<file path="config.mk">
export PLATFORM = sky130hd
export DESIGN_NAME = washer_ctrl_param_flat
export DESIGN_NICKNAME = d
export VERILOG_FILES = /design/src/rtl/washer_pkg.sv /design/src/rtl/washer_ctrl_param_if.sv /design/src/rtl/washer_timer.sv /design/src/rtl/washer_ctrl_param.sv /design/src/flat_wrapper.sv
export SDC_FILE = /design/constraint.sdc
export NUM_CORES = 1
export LEC_CHECK = 0
export ABC_AREA = 1
export CAP_MARGIN = 20
export CORE_AREA = 5 5 82 54
export CTS_CLUSTER_DIAMETER = 40
export CTS_CLUSTER_SIZE = 28
export DETAILED_ROUTE_END_ITERATION = 7
export DIE_AREA = 0 0 87 59
export PLACE_DENSITY = 0.7
export SLEW_MARGIN = 20
export SYNTH_ARGS = -nofsm -noshare
export SYNTH_HDL_FRONTEND = slang
export SYNTH_SLANG_ARGS = --single-unit
export TNS_END_PERCENT = 30
</file>
<file path="constraint.sdc">
create_clock -name clk -period 2.7 [get_ports clk]
set_input_delay 0.405 -clock clk [delete_from_list [all_inputs] [get_ports clk]]
set_output_delay 0.405 -clock clk [all_outputs]
set_load 0.005 [all_outputs]
</file>
<file path="src/rtl/washer_pkg.sv">
// Shared types for the washing-machine sequencer.
//   state_t       : controller phase, 4-bit encoding
//   OB_*          : bit positions inside the decoded actuator/indicator vector
//   is_locked()   : phases that hold the door lock
//   is_watched()  : fill/drain phases supervised by the watchdog
package washer_pkg;

   typedef enum logic [3:0] {
      ST_IDLE   = 4'd0,
      ST_FILL_W = 4'd1,
      ST_WASH   = 4'd2,
      ST_DRAIN  = 4'd3,
      ST_FILL_R = 4'd4,
      ST_RINSE  = 4'd5,
      ST_SPIN   = 4'd6,
      ST_DONE   = 4'd7,
      ST_FAULT  = 4'd8
   } state_t;

   localparam int unsigned OB_LOCK  = 0;
   localparam int unsigned OB_MOTOR = 1;
   localparam int unsigned OB_FILL  = 2;
   localparam int unsigned OB_DRAIN = 3;
   localparam int unsigned OB_SOAP  = 4;
   localparam int unsigned OB_WATER = 5;
   localparam int unsigned OB_DONE  = 6;
   localparam int unsigned OB_FAULT = 7;
   localparam int unsigned OB_W     = 8;

   function automatic logic is_locked(state_t s);
      return s inside {ST_FILL_W, ST_WASH, ST_DRAIN, ST_FILL_R, ST_RINSE, ST_SPIN};
   endfunction

   function automatic logic is_watched(state_t s);
      return s inside {ST_FILL_W, ST_DRAIN, ST_FILL_R};
   endfunction

endpackage

</file>
<file path="src/rtl/washer_ctrl_param_if.sv">
// Panel/sensor inputs and actuator/indicator outputs of one washing machine.
//   master : front panel + sensors side (drives inputs, reads actuators)
//   slave  : sequencer side
interface washer_ctrl_param_if;
   logic       start;
   logic       door_close;
   logic       filled;
   logic       detergent_added;
   logic       drained;
   logic       pause;
   logic       fault_clr;
   logic       door_lock;
   logic       motor_on;
   logic       fill_valve_on;
   logic       drain_valve_on;
   logic       soap_wash;
   logic       water_wash;
   logic       done;
   logic       fault;
   logic [3:0] rinse_left;

   modport master (
      output start, door_close, filled, detergent_added, drained, pause, fault_clr,
      input  door_lock, motor_on, fill_valve_on, drain_valve_on, soap_wash,
             water_wash, done, fault, rinse_left
   );

   modport slave (
      input  start, door_close, filled, detergent_added, drained, pause, fault_clr,
      output door_lock, motor_on, fill_valve_on, drain_valve_on, soap_wash,
             water_wash, done, fault, rinse_left
   );
endinterface

</file>
<file path="src/rtl/washer_timer.sv">
// Loadable TW-bit down-counter used for phase durations and the watchdog.
//   clk, reset  : clock, async active-low reset
//   i_load      : load i_load_val (wins over counting)
//   i_en        : count down by one when nonzero
//   o_zero      : counter is zero
module washer_timer #(
   parameter int unsigned TW = 8
) (
   input  logic          clk,
   input  logic          reset,
   input  logic          i_load,
   input  logic [TW-1:0] i_load_val,
   input  logic          i_en,
   output logic          o_zero
);

   logic [TW-1:0] r_cnt;

   always_ff @(posedge clk or negedge reset) begin
      if (!reset)                    r_cnt <= '0;
      else if (i_load)               r_cnt <= i_load_val;
      else if (i_en && r_cnt != '0)  r_cnt <= r_cnt - TW'(1);
   end

   assign o_zero = (r_cnt == '0);

endmodule

</file>
<file path="src/rtl/washer_ctrl_param.sv">
// Parametrised washing-machine sequencer (Moore FSM).
//   clk, reset : clock, async active-low reset
//   bus        : panel/sensor inputs and valve/motor/lock/indicator outputs
// Programme: FILL_W, WASH, DRAIN, (FILL_R, RINSE, DRAIN) x RINSE_COUNT, SPIN, DONE.
// Open door while locked or a fill/drain watchdog expiry forces FAULT.
import washer_pkg::*;

module washer_ctrl_param #(
   parameter int unsigned TW          = 8,
   parameter int unsigned WASH_TICKS  = 20,
   parameter int unsigned RINSE_TICKS = 10,
   parameter int unsigned SPIN_TICKS  = 15,
   parameter int unsigned RINSE_COUNT = 2,
   parameter int unsigned FILL_LIMIT  = 50,
   parameter int unsigned DRAIN_LIMIT = 50
) (
   input logic                clk,
   input logic                reset,
   washer_ctrl_param_if.slave bus
);

   state_t          r_state;
   state_t          w_next;
   logic [3:0]      r_rinse_left;
   logic [OB_W-1:0] w_out;
   logic            w_entry;
   logic            w_ph_load, w_wd_load;
   logic [TW-1:0]   w_ph_val, w_wd_val;
   logic            w_ph_zero, w_wd_zero;
   logic            w_en;

   assign w_en = !bus.pause;

   // State register
   always_ff @(posedge clk or negedge reset) begin
      if (!reset) r_state <= ST_IDLE;
      else        r_state <= w_next;
   end

   // Next state: door fault, then watchdog, then pause hold, then programme flow
   always_comb begin
      w_next = r_state;
      if (is_locked(r_state) && !bus.door_close) begin
         w_next = ST_FAULT;
      end else if (is_watched(r_state) && w_wd_zero && !bus.pause) begin
         w_next = ST_FAULT;
      end else if (is_locked(r_state) && bus.pause) begin
         w_next = r_state;
      end else begin
         case (r_state)
            ST_IDLE:   if (bus.start && bus.door_close)        w_next = ST_FILL_W;
            ST_FILL_W: if (bus.filled && bus.detergent_added)  w_next = ST_WASH;
            ST_WASH:   if (w_ph_zero)                          w_next = ST_DRAIN;
            ST_DRAIN:  if (bus.drained)
                          w_next = (r_rinse_left != '0) ? ST_FILL_R : ST_SPIN;
            ST_FILL_R: if (bus.filled)                         w_next = ST_RINSE;
            ST_RINSE:  if (w_ph_zero)                          w_next = ST_DRAIN;
            ST_SPIN:   if (w_ph_zero)                          w_next = ST_DONE;
            ST_DONE:   if (!bus.start)                         w_next = ST_IDLE;
            ST_FAULT:  if (bus.fault_clr)                      w_next = ST_IDLE;
            default:                                           w_next = ST_IDLE;
         endcase
      end
   end

   // Timers load N-1 on the edge that enters their phase, so a phase lasts N active cycles
   always_comb begin
      w_entry   = (w_next != r_state);
      w_ph_load = w_entry && (w_next inside {ST_WASH, ST_RINSE, ST_SPIN});
      w_wd_load = w_entry && is_watched(w_next);
      case (w_next)
         ST_WASH:  w_ph_val = TW'(WASH_TICKS - 1);
         ST_RINSE: w_ph_val = TW'(RINSE_TICKS - 1);
         default:  w_ph_val = TW'(SPIN_TICKS - 1);
      endcase
      w_wd_val = (w_next == ST_DRAIN) ? TW'(DRAIN_LIMIT - 1) : TW'(FILL_LIMIT - 1);
   end

   washer_timer #(.TW(TW)) u_phase_timer (
      .clk        (clk),
      .reset      (reset),
      .i_load     (w_ph_load),
      .i_load_val (w_ph_val),
      .i_en       (w_en),
      .o_zero     (w_ph_zero)
   );

   washer_timer #(.TW(TW)) u_watchdog (
      .clk        (clk),
      .reset      (reset),
      .i_load     (w_wd_load),
      .i_load_val (w_wd_val),
      .i_en       (w_en),
      .o_zero     (w_wd_zero)
   );

   // Rinse passes: armed leaving WASH, decremented leaving each RINSE, cleared back in IDLE
   always_ff @(posedge clk or negedge reset) begin
      if (!reset)                                       r_rinse_left <= '0;
      else if (w_next == ST_IDLE)                       r_rinse_left <= '0;
      else if (r_state == ST_WASH  && w_next == ST_DRAIN) r_rinse_left <= 4'(RINSE_COUNT);
      else if (r_state == ST_RINSE && w_next == ST_DRAIN) r_rinse_left <= r_rinse_left - 4'd1;
   end

   // Output decode; pause only silences actuators in the locked phases
   always_comb begin
      w_out = '0;
      case (r_state)
         ST_FILL_W, ST_FILL_R: begin w_out[OB_LOCK] = 1'b1; w_out[OB_FILL] = 1'b1; end
         ST_WASH:  begin w_out[OB_LOCK] = 1'b1; w_out[OB_MOTOR] = 1'b1; w_out[OB_SOAP]  = 1'b1; end
         ST_RINSE: begin w_out[OB_LOCK] = 1'b1; w_out[OB_MOTOR] = 1'b1; w_out[OB_WATER] = 1'b1; end
         ST_DRAIN: begin w_out[OB_LOCK] = 1'b1; w_out[OB_DRAIN] = 1'b1; end
         ST_SPIN:  begin w_out[OB_LOCK] = 1'b1; w_out[OB_MOTOR] = 1'b1; w_out[OB_DRAIN] = 1'b1; end
         ST_DONE:  w_out[OB_DONE] = 1'b1;
         ST_FAULT: begin w_out[OB_FAULT] = 1'b1; w_out[OB_DRAIN] = 1'b1; end
         default:  w_out = '0;
      endcase
      if (is_locked(r_state) && bus.pause) begin
         w_out[OB_MOTOR] = 1'b0;
         w_out[OB_FILL]  = 1'b0;
         w_out[OB_DRAIN] = 1'b0;
      end
   end

   assign bus.door_lock      = w_out[OB_LOCK];
   assign bus.motor_on       = w_out[OB_MOTOR];
   assign bus.fill_valve_on  = w_out[OB_FILL];
   assign bus.drain_valve_on = w_out[OB_DRAIN];
   assign bus.soap_wash      = w_out[OB_SOAP];
   assign bus.water_wash     = w_out[OB_WATER];
   assign bus.done           = w_out[OB_DONE];
   assign bus.fault          = w_out[OB_FAULT];
   assign bus.rinse_left     = r_rinse_left;

endmodule

</file>
<file path="src/flat_wrapper.sv">
// flat-port wrapper written by rule: the top's interface ports become plain ports
module washer_ctrl_param_flat 
#(
   parameter int unsigned TW          = 8,
   parameter int unsigned WASH_TICKS  = 20,
   parameter int unsigned RINSE_TICKS = 10,
   parameter int unsigned SPIN_TICKS  = 15,
   parameter int unsigned RINSE_COUNT = 2,
   parameter int unsigned FILL_LIMIT  = 50,
   parameter int unsigned DRAIN_LIMIT = 50
)
  (clk, reset, bus_start, bus_door_close, bus_filled, bus_detergent_added, bus_drained, bus_pause, bus_fault_clr, bus_door_lock, bus_motor_on, bus_fill_valve_on, bus_drain_valve_on, bus_soap_wash, bus_water_wash, bus_done, bus_fault, bus_rinse_left);
  washer_ctrl_param_if bus_i ();
  input logic clk;
  input logic reset;
  input wire logic [$bits(bus_i.start)-1:0] bus_start;
  input wire logic [$bits(bus_i.door_close)-1:0] bus_door_close;
  input wire logic [$bits(bus_i.filled)-1:0] bus_filled;
  input wire logic [$bits(bus_i.detergent_added)-1:0] bus_detergent_added;
  input wire logic [$bits(bus_i.drained)-1:0] bus_drained;
  input wire logic [$bits(bus_i.pause)-1:0] bus_pause;
  input wire logic [$bits(bus_i.fault_clr)-1:0] bus_fault_clr;
  output wire logic [$bits(bus_i.door_lock)-1:0] bus_door_lock;
  output wire logic [$bits(bus_i.motor_on)-1:0] bus_motor_on;
  output wire logic [$bits(bus_i.fill_valve_on)-1:0] bus_fill_valve_on;
  output wire logic [$bits(bus_i.drain_valve_on)-1:0] bus_drain_valve_on;
  output wire logic [$bits(bus_i.soap_wash)-1:0] bus_soap_wash;
  output wire logic [$bits(bus_i.water_wash)-1:0] bus_water_wash;
  output wire logic [$bits(bus_i.done)-1:0] bus_done;
  output wire logic [$bits(bus_i.fault)-1:0] bus_fault;
  output wire logic [$bits(bus_i.rinse_left)-1:0] bus_rinse_left;
  assign bus_i.start = bus_start;
  assign bus_i.door_close = bus_door_close;
  assign bus_i.filled = bus_filled;
  assign bus_i.detergent_added = bus_detergent_added;
  assign bus_i.drained = bus_drained;
  assign bus_i.pause = bus_pause;
  assign bus_i.fault_clr = bus_fault_clr;
  assign bus_door_lock = bus_i.door_lock;
  assign bus_motor_on = bus_i.motor_on;
  assign bus_fill_valve_on = bus_i.fill_valve_on;
  assign bus_drain_valve_on = bus_i.drain_valve_on;
  assign bus_soap_wash = bus_i.soap_wash;
  assign bus_water_wash = bus_i.water_wash;
  assign bus_done = bus_i.done;
  assign bus_fault = bus_i.fault;
  assign bus_rinse_left = bus_i.rinse_left;
  washer_ctrl_param #(.TW(TW), .WASH_TICKS(WASH_TICKS), .RINSE_TICKS(RINSE_TICKS), .SPIN_TICKS(SPIN_TICKS), .RINSE_COUNT(RINSE_COUNT), .FILL_LIMIT(FILL_LIMIT), .DRAIN_LIMIT(DRAIN_LIMIT)) u_core (.clk(clk), .reset(reset), .bus(bus_i));
endmodule
</file>
Word-level counts from Yosys, hierarchy flattened. Cells that the tools add are included.

Bits in registers: 24. Output and inout bits: 12.

Add/subtract/negate cells: 3. Equality and inequality tests: 15. Muxes and demuxes: 30. Reductions and logical operators: 33.

Operators with widths (number): 4-bit two-way mux (14); 8-bit two-way mux (4); 4-bit case mux with 8 select lines (1); 4-bit by 3-bit == test with 1-bit output, second input constant (7); 4-bit by 2-bit == test with 1-bit output, second input constant (4); 8-bit logical NOT (2); 8-bit nonzero test (2); 8-bit by 1-bit subtractor with 8-bit output, second input constant (2); 1-bit logical AND (12); 3-bit nonzero test (4); 5-bit case mux with 2 select lines (1); 4-bit by 1-bit == test with 1-bit output, second input constant (2); 4-bit logical NOT (2); 1-bit two-way mux (8); 6-bit nonzero test (1); 3-bit OR reduction (2); 6-bit OR reduction (1); 4-bit == test, second input constant (1); 4-bit inequality test (1); 2-bit nonzero test (2); 4-bit nonzero test (1); 2-bit OR reduction (2); 4-bit by 1-bit subtractor with 4-bit output, second input constant (1); 3-bit two-way mux (1); 2 further kinds (3).

Longest topological paths before layout. Gate-level depths: netlist of run 1.

Depth in word-level cells: 12. Depth in mapped cells: 18.

Hierarchy. A second synthesis of run 1 with hierarchy kept.

Cells, all modules: 352. Area, all modules: 2239.6 um2.

By module, submodules not included: washer_timer (instances 2, cells each 93, area each 596.8 um2, sequential area each 200.2 um2); washer_ctrl_param (instances 1, cells each 166, area each 1046.0 um2, sequential area each 200.2 um2).

Worst setup path before layout of run 1. No wires, ideal clock.

Path kind: reg2reg. Start point: register u_core.r_state[2]. End point: register u_core.u_phase_timer.r_cnt[1]. Setup time: 0.120 ns. Data arrival time: 1.852 ns. Data required time: 2.580 ns. Slack: 0.728 ns. Cell stages (with the launch flop): 13. Clock period less this slack: 1.972 ns. Path through: dfrtp_1 > nor2_1 > nand3_1 > nand3_1 > nand2_1 > nand3_1 > nand2_2 > inv_1 > nand3_1 > nand3_2 > nand2_4 > o21ai_0 > nor2_1.

Cells in the longest elaborated chain, start to end: 10.

Ends and longest elaborated chain: from (decl) (RTL line washer_ctrl_param.sv:22) `state_t r_state;`; from (signal assigned) (RTL line washer_ctrl_param.sv:37) `else r_state <= w_next;`; 4-bit by 3-bit == test with 1-bit output, or another cell as far along (RTL line washer_pkg.sv:31, washer_ctrl_param.sv:50); 2-bit OR reduction (no source line), or another cell as far along; 4-bit case mux with 8 select lines, or another cell as far along (RTL line washer_ctrl_param.sv:50) `case (r_state)`; 4-bit two-way mux / 1-bit logical AND (equally long branches) (RTL line washer_ctrl_param.sv:47, washer_ctrl_param.sv:45); 4-bit two-way mux (RTL line washer_ctrl_param.sv:45) `end else if (is_watched(r_state) && w_wd_zero && !bus.pause) begin`; 4-bit two-way mux (*) (RTL line washer_ctrl_param.sv:43) `if (is_locked(r_state) && !bus.door_close) begin`; via u_core.w_next[0] (RTL line washer_ctrl_param.sv:23) `state_t w_next;`; 4-bit by 2-bit == test with 1-bit output, or another cell as far along (RTL line washer_ctrl_param.sv:69, washer_ctrl_param.sv:71); 3-bit nonzero test (RTL line washer_ctrl_param.sv:69) `w_ph_load = w_entry && (w_next inside {ST_WASH, ST_RINSE, ST_SPIN});`; 1-bit logical AND (RTL line washer_ctrl_param.sv:69); 8-bit two-way mux / 2-bit nonzero test (equally long branches); to (signal assigned) (RTL line washer_timer.sv:21) `else if (i_load) r_cnt <= i_load_val;`; to (signal assigned) (RTL line washer_timer.sv:22) `else if (i_en && r_cnt != '0) r_cnt <= r_cnt - TW'(1);`; to (decl) (RTL line washer_timer.sv:17) `logic [TW-1:0] r_cnt;`.

Mark *: on every way through the listed nets, which the timed path passes. The rest lies on a longest branch. A chain may end at the register's enable or synchronous reset.

Final worst setup path of run 1.
Start point: register u_core.r_state[2]. End point: output bus_motor_on.

Cells in the longest elaborated chain, start to end: 4.

Ends and longest elaborated chain: 4-bit by 3-bit == test with 1-bit output, or another cell as far along (RTL line washer_pkg.sv:31, washer_ctrl_param.sv:108); 3-bit OR reduction (no source line) / 6-bit nonzero test (equally long branches); 1-bit two-way mux / 1-bit logical AND (equally long branches) (RTL line washer_ctrl_param.sv:108, washer_ctrl_param.sv:118); 3-bit two-way mux (*) (RTL line washer_ctrl_param.sv:118) `if (is_locked(r_state) && bus.pause) begin`; to (decl) (RTL line flat_wrapper.sv:24) `output wire logic [$bits(bus_i.motor_on)-1:0] bus_motor_on;`.

Mark *: on every way between the ends. The rest lies on a longest branch, timed or not.

==> results.yml, run 1 <==
critical_path:
  crit_start: "u_core.r_state[2]$_DFF_PN0_"
  slowest_stage: "clkdlybuf4s50_1"
  max_stage_delay_ps: 490
  r2r_slack_ps: 350
  reg2reg_from: "u_core.u_phase_timer.r_cnt[0]$_DFFE_PN0P_"
  critPathMaxFanout: 6
  worstPathRequired_ps: 2300
  reg2reg_depth: 15
  critPathLaunchType: "flip-flop"
  critPathArrivalTime_ps: 2020
  path_cells: "inv_1, nor2_2, nand3_1, nand3_1, nand2_1, inv_1, clkdlybuf4s50_1"
  end_kind: "output pin"
  critPathKind: "reg2out"
  endpoint: "bus_motor_on"
  reg2reg_to: "u_core.bus.rinse_left[2]$_DFFE_PN0P_"
route:
  firstDrtPassIters: 5
  antenna_left: 0
  drc: 0
  viasPerCell: 4.88
  detail_route.wl_per_cell_um: 11.4
  wirelength_mm: 3.76
  drt_iter0_drc: 99
  routed-via-count: 1612
synthesis:
  seq_area_frac_synth: 0.341
  ys_seq_elements: 24
  yosys_most_used_dff: "dfrtp_1"
  synthMuxAreaShare: 0
  synth_cells: 259
  synth-async-reset-ratio: 1.00
  synth_top_family_by_area: "simple AND/OR/NAND/NOR gates"
  yosys.area_share.simple: 0.422
  ys_types: 29
  netlist_area_um2: 1760
  synthAdderAreaFrac: 0.0284
  ys_warn_count: 0
  synth.net_count: 272
  synth_edf_count: 0
  avgSynthCellArea_um2: 6.80
  synth_compound_area_frac: 0.0675
  synth-xor-area-share: 0.0497
floorplanning:
  dieArea_um2: 5130
  num_rows: 17
  coreArea_um2: 3550
  die_y_um: 59
  start_util: 0.496
  ioPinCount: 21
  die_x_um: 87
cells_and_area:
  fin_nets: 298
  n_fill_cell: 332
  final_core_utilization: 0.583
  seq_area_um2: 601
  multi_input_area_um2: 1000
  antenna_cells: 0
  fin_area_um2: 2070
  drive_gt1_frac: 0.106
  area_growth_pct: 17.6
global_routing:
  grt_usage: 0.151
  grt_overflow: 0
  grt_pass1_wl_mm: 6.22
  grt_pass1_vias: 1349
  antenna_found_initial: 0
  grt_max_degree: 25
power:
  power_leakage_uw: 0.00111
  power_density_nw_per_um2: 1140
  peakVddDrop_mv: 0.545
sta:
  fin_ws_ps: 276
  finalSetupViolCount: 0
  min_period_ps: 2420
  period_share: 0.898
  slew-limit-headroom: 0.771
  finalMaxSlewViolations: 0
  tightest_slew_ps: 343
  grt_setup_unrepaired: "no"
  fin_hold_ws_ps: 505
  finClkSkew_ps: 4.39
  hold_viol: 0
  tns_ps: 0
  fmax_mhz: 412
placement:
  hpwlAfterDp_mm: 2.93
  place.gp.congestion: 0.841
  portBuffers: 20
  postPlaceCellArea_um2: 2030
  place_ws_ps: 337
run_status:
  outcome: "finished clean"
clocking:
  clock_tree.root_cell: "clkbuf_8"
  cts_tree: "done"
  clk_pin_slew_worst_paths_ps: 80
  cts_hold_buf: 0
  cts_inserted_buffers: 3
  htreeDepth: 1
  clock_latency_ps: 260
  clockBufferDepth: 2
  clock_sinks: 24
  cts_setup_buffers: 0
min_path:
  hp-class: "in2async"
run:
  drv_cap: 0
## synth_stat cells, types with 2 or more instances
library cell / instances / area (um^2)
ha_1: 4 / 50.1
nor2_1: 31 / 116
nand3_2: 2 / 20.0
xor2_1: 3 / 26.3
nand2_4: 2 / 22.5
nand2_2: 8 / 50.1
a21oi_1: 3 / 15.0
nand3b_1: 2 / 15.0
xnor2_1: 7 / 61.3
nand3_1: 34 / 170
inv_2: 4 / 15.0
nor3_1: 5 / 25.0
o21ai_0: 6 / 30.0
dfrtp_1: 24 / 601
nand2_1: 68 / 255
or2_1: 2 / 12.5
inv_1: 39 / 146
nor2_2: 4 / 25.0
## registers in the layout, indices dropped and copies added, names as in the netlist
register	count
u_core.bus.rinse_left	4
u_core.r_state	4
u_core.u_phase_timer.r_cnt	8
u_core.u_watchdog.r_cnt	8
## critical path, delay by kind of cell, from the launching register on
family | cells | cell delay [ps]
buffers and inverters | 3 | 660
and+or+nand+nor | 4 | 670
DFF | 1 | 430
## layout make-up
type,count,share of cell area
clock buffers,3,0.0199
inverters,43,0.0779
multi-input cells,192,0.484
flip-flops and latches,24,0.290
well taps,47,0.0284
repair buffers,21,0.100
## worst min-delay path by stage
stage,start,end,cells past startpoint
2_1_floorplan,reset,u_core.bus.rinse_left[0]$_DFFE_PN0P_,0
3_3_place_gp,u_core.u_watchdog.r_cnt[0]$_DFFE_PN0P_,u_core.u_watchdog.r_cnt[0]$_DFFE_PN0P_,2
3_5_place_dp,u_core.u_watchdog.r_cnt[0]$_DFFE_PN0P_,u_core.u_watchdog.r_cnt[0]$_DFFE_PN0P_,2
4_1_cts,reset,u_core.u_watchdog.r_cnt[0]$_DFFE_PN0P_,2
5_1_grt,u_core.u_watchdog.r_cnt[0]$_DFFE_PN0P_,u_core.u_watchdog.r_cnt[0]$_DFFE_PN0P_,2
6_report,reset,u_core.u_watchdog.r_cnt[0]$_DFFE_PN0P_,2
## power by group
part	switching, uW	total, uW	internal [uW]
sequential	117	612	495
clock	108	208	99.6
combinational	966	1550	585
## stage by stage
step | instances | total power (uW)
final | 330 | 2370
after global routing | 330 | 2610
after CTS | 330 | 2370
after detailed placement | 327 | 2150
after global placement | 327 | 2140
after floorplan | 259 | 1770
## logic make-up after synthesis
logic type      Yosys count
simple gates            162
flops                    24
xor+xnor                 10
compound gates           16
fa+ha+maj                 4
buf+inv                  43
## what timing repair did
action,in CTS,in global routing
setup endpoints to repair,0,1
gates resized for setup,0,1
hold endpoints to repair,0,0
## cells in the final DEF (no fill, tap or decap), types with 2 or more instances in the layout
cell and count:
inv_1 39, inv_2 4, nor2_2 5, or2_1 2, dfrtp_1 24, nor3_1 5, o21ai_0 6, nand3_2 2
nand3_1 34, clkdlybuf4s50_1 20, nand2_1 68, clkbuf_8 3, nand2_2 8, ha_1 4, a21oi_1 3, nand2_4 2
xnor2_1 7, nor2_1 30, nand3b_1 2, xor2_1 3
## metal layers
metal  global-route usage  routed length (um)  vias to the layer above
met3               0.0389                 154                        2
li1                     -                   -                      860
met5                    0                   0                        -
met4               0.0133                   7                        0
met1                0.249                2160                      734
met2                0.197                1440                       16
Power figures use the tool's default switching activity.
==> inputs of run 2 (changes only) <==
Settings changed: MAX_ROUTING_LAYER set to met4.
==> results.yml, run 2 (synthesis gave the netlist of run 1 again) <==
sta:
  hold_viol: 0
  finalSetupViolCount: 0
  tightest_slew_ps: 343
  finalMaxSlewViolations: 0
  fmax_mhz: 412
  tns_ps: 0
  finClkSkew_ps: 4.69
  grt_setup_unrepaired: "no"
  min_period_ps: 2420
  slew-limit-headroom: 0.771
  period_share: 0.898
placement:
  place.gp.congestion: 0.855
  dp.cells: 327
  hpwlAfterDp_mm: 2.93
  portBuffers: 20
cells_and_area:
  reg_top3: "u_core.u_phase_timer.r_cnt: 8 flops, u_core.u_watchdog.r_cnt: 8 flops"
  fin_nets: 298
  mostFrequentLayoutCells: "nand2_1, inv_1, nand3_1"
  mostFrequentLayoutCell: "nand2_1"
  fin_cells: 330
  n_fill_cell: 332
  drive_gt1_frac: 0.106
  final_core_utilization: 0.583
  area_growth_pct: 17.6
  antenna_cells: 0
floorplanning:
  die_y_um: 59
  start_util: 0.496
  coreArea_um2: 3550
  dieArea_um2: 5130
  num_rows: 17
  die_x_um: 87
  ioPinCount: 21
route:
  drc: 0
  viasPerCell: 4.88
  antenna_left: 0
  wirelength_mm: 3.76
  routed-via-count: 1609
  drt_iter0_drc: 100
  firstDrtPassIters: 5
  detail_route.wl_per_cell_um: 11.4
global_routing:
  antenna_found_initial: 0
  grt_pass1_wl_mm: 6.22
  grt_overflow: 0
  grt_usage: 0.156
  grt_max_degree: 25
  grt_pass1_vias: 1350
critical_path:
  path_cells: "inv_1, nor2_2, nand3_1, nand3_1, nand2_1, inv_1, clkdlybuf4s50_1"
  end_kind: "output pin"
  critPathMaxFanout: 6
  critPathLaunchType: "flip-flop"
  max_stage_delay_ps: 490
  critPathKind: "reg2out"
  worstPathRequired_ps: 2300
  reg2reg_depth: 15
  critPathArrivalTime_ps: 2020
  slowest_stage: "clkdlybuf4s50_1"
power:
  power_density_nw_per_um2: 1140
  peakVddDrop_mv: 0.545
  power_leakage_uw: 0.00111
  finalPower_uw: 2370
clocking:
  cts_hold_buf: 0
  clock_sinks: 24
  clockBufferDepth: 2
  clk_pin_slew_worst_paths_ps: 80
  cts_setup_buffers: 0
  cts_inserted_buffers: 3
  clock_tree.root_cell: "clkbuf_8"
  cts_tree: "done"
  htreeDepth: 1
  clock_latency_ps: 260
run:
  drv_cap: 0
run_status:
  outcome: "finished clean"
min_path:
  hp-class: "in2async"
run 2: cell counts in the layout (fill, tap and decap cells not counted):
No cell type changed its count.
run 2: repair_timing:
action / CTS / global route
endpoints found under the hold margin: 0 / 0
resized for setup: 0 / 1
setup endpoints to repair: 0 / 1
run 2: area by class of cell:
class,count,area (um^2),area share
inverter,43,161,0.0779
sequential,24,601,0.290
timing repair buffer,21,208,0.100
clock buffer,3,41.3,0.0199
tap,47,58.8,0.0284
multi-input combinational,192,1000,0.484
run 2: layer usage:
layer,routed length [um],vias up,part of all wire,GRT usage
li1,-,860,-,-
met1,2160,733,0.58,0.249
met2,1440,16,0.38,0.197
met3,154,0,0.041,0.0389
met4,0,0,0,0.0133
met5,0,-,0,-
run 2: metrics by stage:
stage / area, um^2 / hold WS (ps) / worst slack [ps]
2_1_floorplan: 1760 / 109 / 728
3_3_place_gp: 2030 / 486 / 374
3_5_place_dp: 2030 / 491 / 337
4_1_cts: 2070 / 510 / 179
5_1_grt: 2070 / 519 / 65.0
6_report: 2070 / 505 / 275
run 2: report_power, final:
part / leakage (uW) / internal (uW) / switching, uW
clock network: 0.0000216 / 99.6 / 108
logic: 0.000780 / 585 / 967
registers: 0.000305 / 495 / 117
total: 0.00111 / 1180 / 1190
run 2: final timing paths:
kind | endpoint | startpoint | slack, ps
worst max-delay path | bus_motor_on | u_core.r_state[2]$_DFF_PN0_ | 280
worst max register to register | u_core.bus.rinse_left[2]$_DFFE_PN0P_ | u_core.u_phase_timer.r_cnt[0]$_DFFE_PN0P_ | 350
worst min register to register | u_core.u_watchdog.r_cnt[0]$_DFFE_PN0P_ | u_core.u_watchdog.r_cnt[0]$_DFFE_PN0P_ | 510
max in group asynchronous | u_core.u_watchdog.r_cnt[1]$_DFFE_PN0P_ | reset | 1950
worst min-delay path | u_core.u_watchdog.r_cnt[0]$_DFFE_PN0P_ | reset | 510
min in group clk | u_core.u_watchdog.r_cnt[0]$_DFFE_PN0P_ | u_core.u_watchdog.r_cnt[0]$_DFFE_PN0P_ | 510
run 2: worst max-delay path: cells and delay by family (launching register included):
family / cells / cell delay [ps]
simple gates: 4 / 670
buf+inv: 3 / 660
flops: 1 / 430
==> inputs of run 3 (changes only) <==
Settings changed: CORE_AREA 5 5 82 54 to 2 2 79 51, DIE_AREA 0 0 87 59 to 0 0 81 53, RECOVER_POWER set to 50.
Clock period 2.7 ns to 2.3 ns, I/O delays scaled along.
==> results.yml, run 3 (synthesis gave the netlist of run 1 again) <==
run_status:
  outcome: "finished clean"
global_routing:
  grt_max_degree: 25
  antenna_found_initial: 0
  grt_pass1_wl_mm: 6.98
  grtUsageMet2: 0.325
  grt_pass1_vias: 1571
  top_usage_layer: "met2"
  grt_overflow: 0
  met1_usage: 0.314
  grtUsageMet3: 0.0427
  grt_usage: 0.218
sta:
  grt_setup_unrepaired: "yes"
  min_period_ps: 2240
  tightest_slew_ps: 1320
  fin_hold_ws_ps: 504
  finalSetupViolCount: 0
  slew-limit-headroom: 0.121
  finalMaxSlewViolations: 0
  fmax_mhz: 446
  hold_viol: 0
  tns_ps: 0
  finClkSkew_ps: 4.34
  period_share: 0.975
clocking:
  clockBufferDepth: 2
  clock_tree.root_cell: "clkbuf_8"
  cts_tree: "done"
  clock_latency_ps: 270
  htreeDepth: 1
  clock_sinks: 24
  clk_pin_slew_worst_paths_ps: 90
  cts_inserted_buffers: 3
critical_path:
  critPathKind: "reg2out"
  reg2reg_depth: 13
  critPathMaxFanout: 8
  slowest_stage: "clkdlybuf4s50_1"
  worstPathRequired_ps: 1960
  critPathArrivalTime_ps: 1900
  endpoint: "bus_motor_on"
  end_kind: "output pin"
  crit_start: "u_core.r_state[1]$_DFF_PN0_"
  max_stage_delay_ps: 490
  path_cells: "nor2_4, buf_4, o21ai_4, nand2_4, nand2_1, inv_1, clkdlybuf4s50_1"
  critPathLaunchType: "flip-flop"
  reg2reg_from: "u_core.r_state[1]$_DFF_PN0_"
  reg2reg_to: "u_core.bus.rinse_left[2]$_DFFE_PN0P_"
  r2r_slack_ps: 150
cells_and_area:
  fin_area_um2: 2270
  drive_gt1_frac: 0.215
  antenna_cells: 0
  reg_top3: "u_core.u_phase_timer.r_cnt: 8 flops, u_core.u_watchdog.r_cnt: 8 flops"
  final_core_utilization: 0.644
  fin_nets: 307
  area_growth_pct: 29.1
  mostFrequentLayoutCell: "nand2_1"
  mostFrequentLayoutCells: "nand2_1, inv_1, nand3_1"
  n_fill_cell: 332
floorplanning:
  die_x_um: 81
  start_util: 0.499
  dieArea_um2: 4290
  num_rows: 17
  ioPinCount: 21
  coreArea_um2: 3530
  die_y_um: 53
route:
  routed-via-count: 1704
  wirelength_mm: 3.97
  drt_iter0_drc: 78
  viasPerCell: 5.01
  detail_route.wl_per_cell_um: 11.7
  drc: 0
  firstDrtPassIters: 5
  antenna_left: 0
power:
  peakVddDrop_mv: 0.630
  power_leakage_uw: 0.00118
  power_density_nw_per_um2: 1450
  finalPower_uw: 3300
run:
  drv_cap: 0
placement:
  place.gp.congestion: 0.855
  postPlaceCellArea_um2: 2050
  hpwlAfterDp_mm: 3.02
  portBuffers: 20
min_path:
  hp-class: "reg2reg"
-- run 3: cell types whose count changed in the layout (fill, tap and decap cells not counted), moves of 3 or more --
cell	change
nand2_1	-6
nor2_1	-3
inv_1	-4
nor2_4	+3
dfrtp_2	+3
nand2_2	+5
nand3_1	-4
inv_2	+4
buf_4	+7
dfrtp_1	-3
-- run 3: worst max-delay path, delay by kind of cell, from the launching register on --
kind | cells | cell delay [ps]
buffers and inverters | 3 | 690
DFF | 1 | 480
and+or+nand+nor | 3 | 380
AOI/OAI and AO/OA | 1 | 80
-- run 3: cell type report --
type	instances	area [um^2]	share of cell area
Multi-Input combinational cell	193	1110	0.489
Sequential cell	24	604	0.266
Timing Repair Buffer	29	267	0.117
Inverter	43	161	0.0710
Tap cell	47	58.8	0.0259
Clock buffer	3	41.3	0.0182
Clock inverter	1	30.0	0.0132
-- run 3: where the power goes --
group / switching (uW) / total [uW] / leakage, uW / internal, uW
Clock: 141 / 374 / 0.0000357 / 233
Combinational: 1320 / 2190 / 0.000842 / 870
Sequential: 153 / 739 / 0.000301 / 586
-- run 3: how the worst min path moves through the flow --
stage                                      startpoint                                      to  slack (ps)  depth (start not counted)
6_report       u_core.u_watchdog.r_cnt[0]$_DFFE_PN0P_  u_core.u_watchdog.r_cnt[0]$_DFFE_PN0P_         500                          2
5_1_grt        u_core.u_watchdog.r_cnt[0]$_DFFE_PN0P_  u_core.u_watchdog.r_cnt[0]$_DFFE_PN0P_         550                          2
4_1_cts                                         reset  u_core.u_watchdog.r_cnt[0]$_DFFE_PN0P_         440                          2
3_5_place_dp   u_core.u_watchdog.r_cnt[0]$_DFFE_PN0P_  u_core.u_watchdog.r_cnt[0]$_DFFE_PN0P_         490                          2
3_3_place_gp   u_core.u_watchdog.r_cnt[0]$_DFFE_PN0P_  u_core.u_watchdog.r_cnt[0]$_DFFE_PN0P_         490                          2
2_1_floorplan                                   reset    u_core.bus.rinse_left[0]$_DFFE_PN0P_          50                          0
-- run 3: per-stage QoR --
stage	cells	worst slack, ps
global placement	330	7.10
detailed placement	330	-27.3
global route	340	-37.0
floorplan	259	328
CTS	334	6.80
finish	340	58.1
-- run 3: per-layer routing --
metal / up-vias / wire [um] / part of all wire
met1: 773 / 2050 / 0.52
met2: 44 / 1660 / 0.42
met3: 4 / 243 / 0.061
li1: 883 / - / -
met4: 0 / 21 / 0.0053
met5: - / 0 / 0
-- run 3: repair_timing --
action / 4_1_cts / 5_1_grt
endpoints found under the setup margin: 3 / 23
hold buffers: 0 / 0
pin swaps: 0 / 6
gates cloned: 0 / 1
gates resized for setup: 3 / 32
buffers inserted: 0 / 5
